--- config.mk ---
export PLATFORM = sky130hd
export DESIGN_NAME = alu_postprocess
export DESIGN_NICKNAME = d
export VERILOG_FILES = /design/src/rtl/alu_pkg.sv /design/src/rtl/alu_flags.sv /design/src/rtl/alu_postprocess.sv
export SDC_FILE = /design/constraint.sdc
export NUM_CORES = 1
export LEC_CHECK = 0
export CORE_MARGIN = 4
export CORE_UTILIZATION = 44
export DETAILED_ROUTE_END_ITERATION = 16
export GPL_TIMING_DRIVEN = 0
export PLACE_DENSITY = 0.86
export RECOVER_POWER = 25
export SLEW_MARGIN = 0
export SYNTH_ARGS = -nofsm -noshare
export SYNTH_HDL_FRONTEND = slang
export SYNTH_SLANG_ARGS = --single-unit
--- constraint.sdc ---
create_clock -name clk -period 1.75 [get_ports clk]
set_clock_uncertainty 0.05 [all_clocks]
set_input_delay 0.35 -clock clk [delete_from_list [all_inputs] [get_ports clk]]
set_output_delay 0.35 -clock clk [all_outputs]
set_load 0.03 [all_outputs]
--- src/rtl/alu_pkg.sv ---
// Shared ALU constants: op encodings, flag bit positions, widths and the buffer entry payload.
package alu_pkg;

    localparam int unsigned W     = 4;
    localparam int unsigned DEPTH = 2;
    localparam int unsigned NFLG  = 4;
    localparam int unsigned CNT_W = 2;

    localparam logic [2:0] OP_PASS = 3'b000;
    localparam logic [2:0] OP_NEG  = 3'b001;
    localparam logic [2:0] OP_ADD  = 3'b010;
    localparam logic [2:0] OP_INC  = 3'b011;
    localparam int unsigned OP_LOGIC_MSB = 2;

    localparam int unsigned FLG_Z = 3;
    localparam int unsigned FLG_N = 2;
    localparam int unsigned FLG_C = 1;
    localparam int unsigned FLG_V = 0;

    // One buffered result: value plus its {Z,N,C,V} flags captured at push time.
    typedef struct packed {
        logic [W-1:0]    r;
        logic [NFLG-1:0] flags;
    } entry_t;

endpackage

--- src/rtl/alu_flags.sv ---
// Combinational result select and Z/N/C/V flag generation for one ALU operation.
module alu_flags
    import alu_pkg::*;
(
    input  logic [2:0]      Op,
    input  logic [W-1:0]    AMod,
    input  logic [W-1:0]    BMod,
    input  logic [W-1:0]    Sum,
    input  logic            Cout,
    input  logic [W-1:0]    L,
    output logic [W-1:0]    R,
    output logic [NFLG-1:0] flags
);

    logic is_logic;
    // Only the logic/arithmetic split matters here; the adder already applied the low op bits.
    logic unused_op_low;

    assign is_logic      = Op[OP_LOGIC_MSB];
    assign unused_op_low = ^Op[1:0];

    // Pick logic or adder result and derive flags; carry/overflow are meaningless for logic ops.
    always_comb begin
        R            = is_logic ? L : Sum;
        flags        = '0;
        flags[FLG_Z] = (R == '0);
        flags[FLG_N] = R[W-1];
        flags[FLG_C] = !is_logic && Cout;
        flags[FLG_V] = !is_logic && (AMod[W-1] == BMod[W-1]) && (Sum[W-1] != AMod[W-1]);
    end

endmodule

--- src/rtl/alu_postprocess.sv ---
// ALU result stage: flag generation, 2-entry output FIFO with valid/ready, sticky overflow.
module alu_postprocess
    import alu_pkg::*;
(
    input  logic            clk,
    input  logic            reset,
    input  logic            in_valid,
    output logic            in_ready,
    input  logic [2:0]      Op,
    input  logic [W-1:0]    AMod,
    input  logic [W-1:0]    BMod,
    input  logic [W-1:0]    Sum,
    input  logic            Cout,
    input  logic [W-1:0]    L,
    input  logic            clr_ovf,
    output logic            out_valid,
    input  logic            out_ready,
    output logic [W-1:0]    R,
    output logic [NFLG-1:0] flags,
    output logic            ovf_sticky
);

    entry_t             new_entry;
    entry_t             mem_q [DEPTH];
    entry_t             mem_d [DEPTH];
    entry_t             out_q;
    entry_t             out_d;
    logic               wr_ptr_q, wr_ptr_d;
    logic               rd_ptr_q, rd_ptr_d;
    logic [CNT_W-1:0]   count_q, count_d;
    logic               out_valid_q, out_valid_d;
    logic               in_ready_q, in_ready_d;
    logic               ovf_q, ovf_d;
    logic               push;
    logic               pop;

    alu_flags u_flags (
        .Op    (Op),
        .AMod  (AMod),
        .BMod  (BMod),
        .Sum   (Sum),
        .Cout  (Cout),
        .L     (L),
        .R     (new_entry.r),
        .flags (new_entry.flags)
    );

    assign push = in_valid && in_ready_q;
    assign pop  = out_valid_q && out_ready;

    // Next FIFO state; the output register tracks the post-update head and holds after draining.
    always_comb begin
        mem_d    = mem_q;
        wr_ptr_d = wr_ptr_q;
        rd_ptr_d = rd_ptr_q;
        count_d  = count_q;
        ovf_d    = ovf_q;

        if (push) begin
            mem_d[wr_ptr_q] = new_entry;
            wr_ptr_d        = ~wr_ptr_q;
        end
        if (pop) begin
            rd_ptr_d = ~rd_ptr_q;
        end

        case ({push, pop})
            2'b10:   count_d = count_q + CNT_W'(1);
            2'b01:   count_d = count_q - CNT_W'(1);
            default: count_d = count_q;
        endcase

        out_valid_d = (count_d != '0);
        in_ready_d  = (count_d < CNT_W'(DEPTH));
        out_d       = out_valid_d ? mem_d[rd_ptr_d] : out_q;

        // A V=1 push takes priority over a simultaneous clear.
        if (push && new_entry.flags[FLG_V]) begin
            ovf_d = 1'b1;
        end else if (clr_ovf) begin
            ovf_d = 1'b0;
        end
    end

    // State registers with asynchronous reset to an empty buffer and zeroed outputs.
    always_ff @(posedge clk or posedge reset) begin
        if (reset) begin
            for (int i = 0; i < int'(DEPTH); i++) begin
                mem_q[i] <= '0;
            end
            out_q       <= '0;
            wr_ptr_q    <= 1'b0;
            rd_ptr_q    <= 1'b0;
            count_q     <= '0;
            out_valid_q <= 1'b0;
            in_ready_q  <= 1'b1;
            ovf_q       <= 1'b0;
        end else begin
            mem_q       <= mem_d;
            out_q       <= out_d;
            wr_ptr_q    <= wr_ptr_d;
            rd_ptr_q    <= rd_ptr_d;
            count_q     <= count_d;
            out_valid_q <= out_valid_d;
            in_ready_q  <= in_ready_d;
            ovf_q       <= ovf_d;
        end
    end

    assign in_ready   = in_ready_q;
    assign out_valid  = out_valid_q;
    assign R          = out_q.r;
    assign flags      = out_q.flags;
    assign ovf_sticky = ovf_q;

endmodule

; Yosys cells after proc, flatten, opt, wreduce, memory -nomap -nowiden
; Index checks and enable logic that the tools add are counted.
[word_totals]
wordCells = 49
in_bits = 25
regBits = 31
[classes]
muxes = 12
bitwise = 4
n_reduce_logical = 11
addsub = 2
order_cmp = 4
n_eq_ne = 4
[ops]
columns = operator, n
row1 = 8-bit 2-to-1 mux, 4
row2 = 16-bit bitwise mux, 1
row3 = 16-bit 2-to-1 mux, 1
row4 = 8-bit demux with 1-bit select, 1
row5 = 1-bit logical AND, 7
row6 = 2-bit >= comparator (second input constant), 2
row7 = 4-bit logical NOT, 1
row8 = 4-bit 2-to-1 mux, 1
row9 = 1-bit inverter with 2-bit output, 2
row10 = 2-bit case mux with 2 select lines, 1
row11 = 2-bit nonzero test, 2
row12 = 1-bit 2-to-1 mux, 3
row13 = 2-bit by 1-bit adder with 2-bit output (second input constant), 1
row14 = 2-bit by 1-bit == test with 1-bit output (second input constant), 1
row15 = 2-bit == test (second input constant), 1
row16 = 2-bit by 1-bit < comparator with 1-bit output (second input constant), 1
row17 = 2-bit < comparator (second input constant), 1
row18 = 1-bit inverter, 2
row19 = 2-bit by 1-bit subtractor with 2-bit output (second input constant), 1
row20 = 1-bit == test, 1
row21 = 1-bit logical NOT, 1
row22 = 1-bit inequality test, 1

; Logic depth before layout (Yosys ltp)
[logic_depth]
depth_word = 10
mapped_depth = 7
ltp_nobuf = 7

; Modules after synthesis
; From an unflattened synthesis, not the netlist that was laid out.
[hier_totals]
cells_unflattened = 105
area_unflattened_um2 = 1431.4
[by_module_without_submodules]
columns = module, area_each_um2, instances, cells_each
row1 = alu_postprocess, 1328.8, 1, 95
row2 = alu_flags, 102.6, 1, 10

; Worst setup path after synthesis
; Ideal clock, no wire load.
[synth_timing]
kind = register -> register
start = reg in_ready_q (netlist: in_ready)
end = reg out_q (netlist bit flags[3])
path_stages_with_launch = 8
path_slack_ps = -266
setup_ps = 92
t_arrival_ps = 1874
path_buffers = 1
cell_sequence = dfstp_2 -> nand2_1 -> ha_1 -> nand2b_1 -> o22ai_1 -> clkbuf_1 -> nand2_1 -> o31ai_2
[synth_via]
elab_chain_len = 5
elab_cells_between_ends = 9
[synth_lines]
columns = element, line_no
row1 = "start, declared", alu_postprocess.sv:32  ; logic in_ready_q, in_ready_d;
row2 = "start signal, assigned", alu_postprocess.sv:105  ; in_ready_q <= in_ready_d;
row3 = 1-bit logical AND *, alu_postprocess.sv:48  ; assign push = in_valid && in_ready_q;
row4 = 16-bit 2-to-1 mux, alu_postprocess.sv:59  ; if (push) begin
row5 = 8-bit 2-to-1 mux (not written as such) (3 in a row), alu_postprocess.sv:75  ; out_d = out_valid_d ? mem_d[rd_ptr_d] : out_q;
row6 = "end signal, assigned", alu_postprocess.sv:100  ; out_q <= out_d;
row7 = "end, declared", alu_postprocess.sv:26  ; entry_t out_q;
; Mark *: on every way between the ends. The rest lies on a longest branch, timed or not. The select of a mux whose other input is x is not followed.
; A chain may end at the register's enable or synchronous reset.

; Final worst setup path
[layout_timing]
start = in in_valid
end = reg out_q (netlist bit flags[0])
[layout_via]
elab_cells_between_ends = 9
[layout_rtl]
columns = element, line_no
row1 = "start, declared", alu_postprocess.sv:7  ; input logic in_valid,
row2 = 1-bit logical AND *, alu_postprocess.sv:48
row3 = 2-bit by 1-bit == test with 1-bit output / 2-bit == test (equally long branches), alu_postprocess.sv:67  ; case ({push, pop})
row4 = 2-bit case mux with 2 select lines *, alu_postprocess.sv:67
row5 = 2-bit nonzero test *, alu_postprocess.sv:73  ; out_valid_d = (count_d != '0);
row6 = net out_valid_d, alu_postprocess.sv:31  ; logic out_valid_q, out_valid_d;
; The timed path passes the listed nets; every way through them passes the cells marked *. The select of a mux whose other input is x is not followed.

==> impl_metrics.tcl <==
set metrics [dict create \
    finalPower_w 0.003545 \
    worst-slew-pin-transition_ns 1.189 \
    setup_ws_ns -0.01170 \
    grt_pass1_wl_um 5382 \
    critical_path.top_delay_family "buffers and inverters" \
    finish.cell_count_without_fillers 215 \
    fin_crit_sh_pct 100.7 \
    syn_avg_cell_area_um2 11.18 \
    critical_path.max_stage_delay_ns 0.56 \
    grt_overflow_total 0 \
    power.share.switching_pct 40.12 \
    post-synth-top-area-cell "dfrtp_1" \
    hold_path.startpoint "Op[2]" \
    hold_viol_final 0 \
    synth_seq_cells 31 \
    clkSinkCount 31 \
    min_delay_path_depth 3 \
    holdBufCountCts 0 \
    crit_path_end_kind "flop" \
    max_cap_violations 0 \
    die_width_um 65.71 \
    die_area_um2 4317 \
    r2r_start "in_ready" \
    critical_path.endpoint "flags[0]" \
    ctsRootBufferMaster "clkbuf_4" \
    cts_made_buffers 5 \
    synth_top_cell_area_share_pct 51.24 \
    critPathLaunch "in_valid" \
    ys_warn_count 0 \
    grt_max_degree 32 \
    power_density_nw_per_um2 1817 \
    finalMaxSlewViolations 0 \
    yosysMostFrequentCell "dfrtp_1" \
    dp_slack_ns -0.3455 \
    synth_flop_cell "dfrtp_1" \
    antenna_diode_instance_count 0 \
    drc_errors 0 \
    leakage_nw 0.9151 \
    synth_edf_count 0 \
    crit_path_start_kind "primary input" \
    failed_checks "setup timing" \
    postSynthNetCount 157 \
    total_routing_resource_utilization_after_global_routing_pct 16.96 \
    via_count 1104 \
    post_drt_via_cell_ratio 5.135 \
    first_global_vias 1141 \
    synth_sequential_area_ratio_pct 53.03 \
    worst_ir_drop_vdd_uv 736.1 \
    floorplan.initialDensity_pct 46.84 \
    buffer_ports.inserted 26 \
    globalplace.congestion 0.7177 \
    dr.pass1.iters 4 \
    crit_fanout 6 \
    finish.net_count 196 \
    worstPathBufferInverterCount 2 \
    final_antenna_net_count 0 \
    ios 36 \
    synthArstFlopShare_pct 100.0 \
    power.net_switching_w 0.001422 \
    criticalPathCategory "primary input to flop" \
    slew_headroom_pct 20.65 \
    routed_wl_um 3294 \
    synth_area_leaders "dfrtp_1 51%, mux2_2 4.6%, mux2i_1 4.1%, nand2_1 3.8%, mux2_1 3.1%" \
    cp.arrival_ns 1.94 \
    avgRoutedWirePerCell_um 15.32 \
    syn-instance-count 131 \
    post_synth_num_cell_types 39 \
    r2r_setup_slack_ns 0 \
    floorplan.die.height_um 65.71 \
    timing.critical_path.cells "clkdlybuf4s50_1, nand2_4, ha_4, nand2b_4, o22ai_4, inv_2, a31o_1" \
    share_clk_of_total_power_pct 11.0 \
    max-clock-path-buffers 2 \
    area_growth_synth_to_finish_pct 33.13 \
    fin_crit_ns 1.762 \
    critPathSlowestCell "clkdlybuf4s50_1" \
    netlist_area_um2 1465 \
    post_cts_clock_slew_at_the_launch_and_capture_registers_of_the_worst_setup_and_hold_paths_ns 0.09 \
    hpwlAfterDp_um 2407 \
    num_rows 20 \
    ctsHtreeMaxLevel 2 \
    timing.reg2reg.worst_path_depth 6 \
    max_freq_mhz 567.6 \
    combinationalPowerShare_pct 53.4 \
    core_area_um2 3128 \
    worst_ep_required_time_ns 1.93 \
    worst_skew_pair.late_latency_ns 0.33 \
    grt_antenna_before_repair 0 \
    finished_core_util_pct 62.36 \
    r2r_end "flags[0]" \
    tritoncts_clock_tree "built" \
    status "complete, but fails checks" \
    p_int_w 0.002123 \
    sequential_fraction_of_design_power_pct 35.7 \
    place.detailed.instances 201 \
    drive_gt1_share_pct 22.81 \
    critical_path_depth 7 \
    detail_route.iter0.violations 38 \
    worstHoldPathType "primary input to flop" \
    setup-violations-final 1 \
    grt_setup_unrepaired "true" \
    netlist_top_cells_count "30 x dfrtp_1, 15 x nand2_1, 11 x inv_1" \
]
[sequential cells by signal, summed over array words and instances, names as in the netlist, 2 cells and up]
signal   cells
mem_q       16
flags        4
R            4
count_q      2
[layout by cell type, fill, tap and decap left out, drive strengths merged, types with 2 or more instances in the layout]
master | netlist | layout
dlygate4sd2 | 0 | 11
o22ai | 3 | 3
inv | 12 | 12
mux2 | 10 | 10
o21a | 2 | 2
a31oi | 3 | 3
clkbuf | 1 | 8
buf | 3 | 10
nand2 | 15 | 15
o31ai | 2 | 2
o21ai | 9 | 9
o211ai | 4 | 4
dfrtp | 30 | 30
clkdlybuf4s50 | 0 | 15
nor2 | 6 | 6
xnor2 | 3 | 3
mux2i | 6 | 6
o211a | 2 | 2
and2 | 3 | 3
nand2b | 3 | 3
[area by class of cell]
| type | instances | area, um2 |
|---|---|---|
| timing repair buffer | 32 | 299.0 |
| buffer | 4 | 38.79 |
| multi-input combinational | 84 | 686.9 |
| sequential | 31 | 777.0 |
| fill | 260 | 1177 |
| tap | 44 | 55.05 |
| clock buffer | 8 | 48.80 |
| inverter | 12 | 45.04 |
[power by group through the flow]
stage | clock network (W) | logic [W] | registers (W)
finish | 0.000388 | 0.00189 | 0.00127
global route | 0.000437 | 0.00205 | 0.00131
CTS | 0.000398 | 0.00181 | 0.00126
detailed placement | 0 | 0.00172 | 0.00127
global placement | 0 | 0.00165 | 0.00125
floorplan | 0 | 0.00102 | 0.00145
[metrics by stage]
step                hold slack [ns]   TNS, ns  instance area [um2]
finish                       0.3844  -0.01170                 1951
global route                 0.3966   -0.4573                 1951
CTS                          0.3586         0                 1911
detailed placement           0.4150    -5.491                 1824
global placement             0.4064    -3.001                 1824
floorplan                    0.3936         0                 1509
[routing by layer]
metal / wire, um / GRT usage [%] / up-vias / share of wire (%)
li1: - / - / 534 / -
met1: 1335 / 19.65 / 540 / 41
met2: 1734 / 28.79 / 24 / 53
met3: 158 / 6.154 / 6 / 4.8
met4: 65 / 5.699 / 0 / 2.0
met5: 0 / 0 / - / 0
[cells by family (layout without fill, tap and decap cells)]
group	count (synthesis)	count (layout)	synth area share, %
muxes	16	16	11.78
buffers and inverters	16	56	4.782
and+or+nand+nor	35	35	12.38
xor gates and xnor gates	4	4	3.416
DFF	31	31	53.03
AOI/OAI and AO/OA	28	28	13.75
adders and majority gates	1	1	0.8538
[worst min-delay path: stages]
cell	delay [ns]
buf_6	0.11
nand2b_1	0.18
o21ai_0	0.09
[what timing repair did]
action	4_1_cts	5_1_grt
buffers inserted	1	4
cloned	1	0
endpoints found under the setup margin	14	9
pin swaps	3	1
resized for setup	17	6
[worst min path at each step]
stage,to
after floorplan,mem_q[1]
after global placement,mem_q[14]
after detailed placement,mem_q[14]
after CTS,mem_q[1]
after global routing,mem_q[1]
final,mem_q[9]
Power figures use the tool's default switching activity.
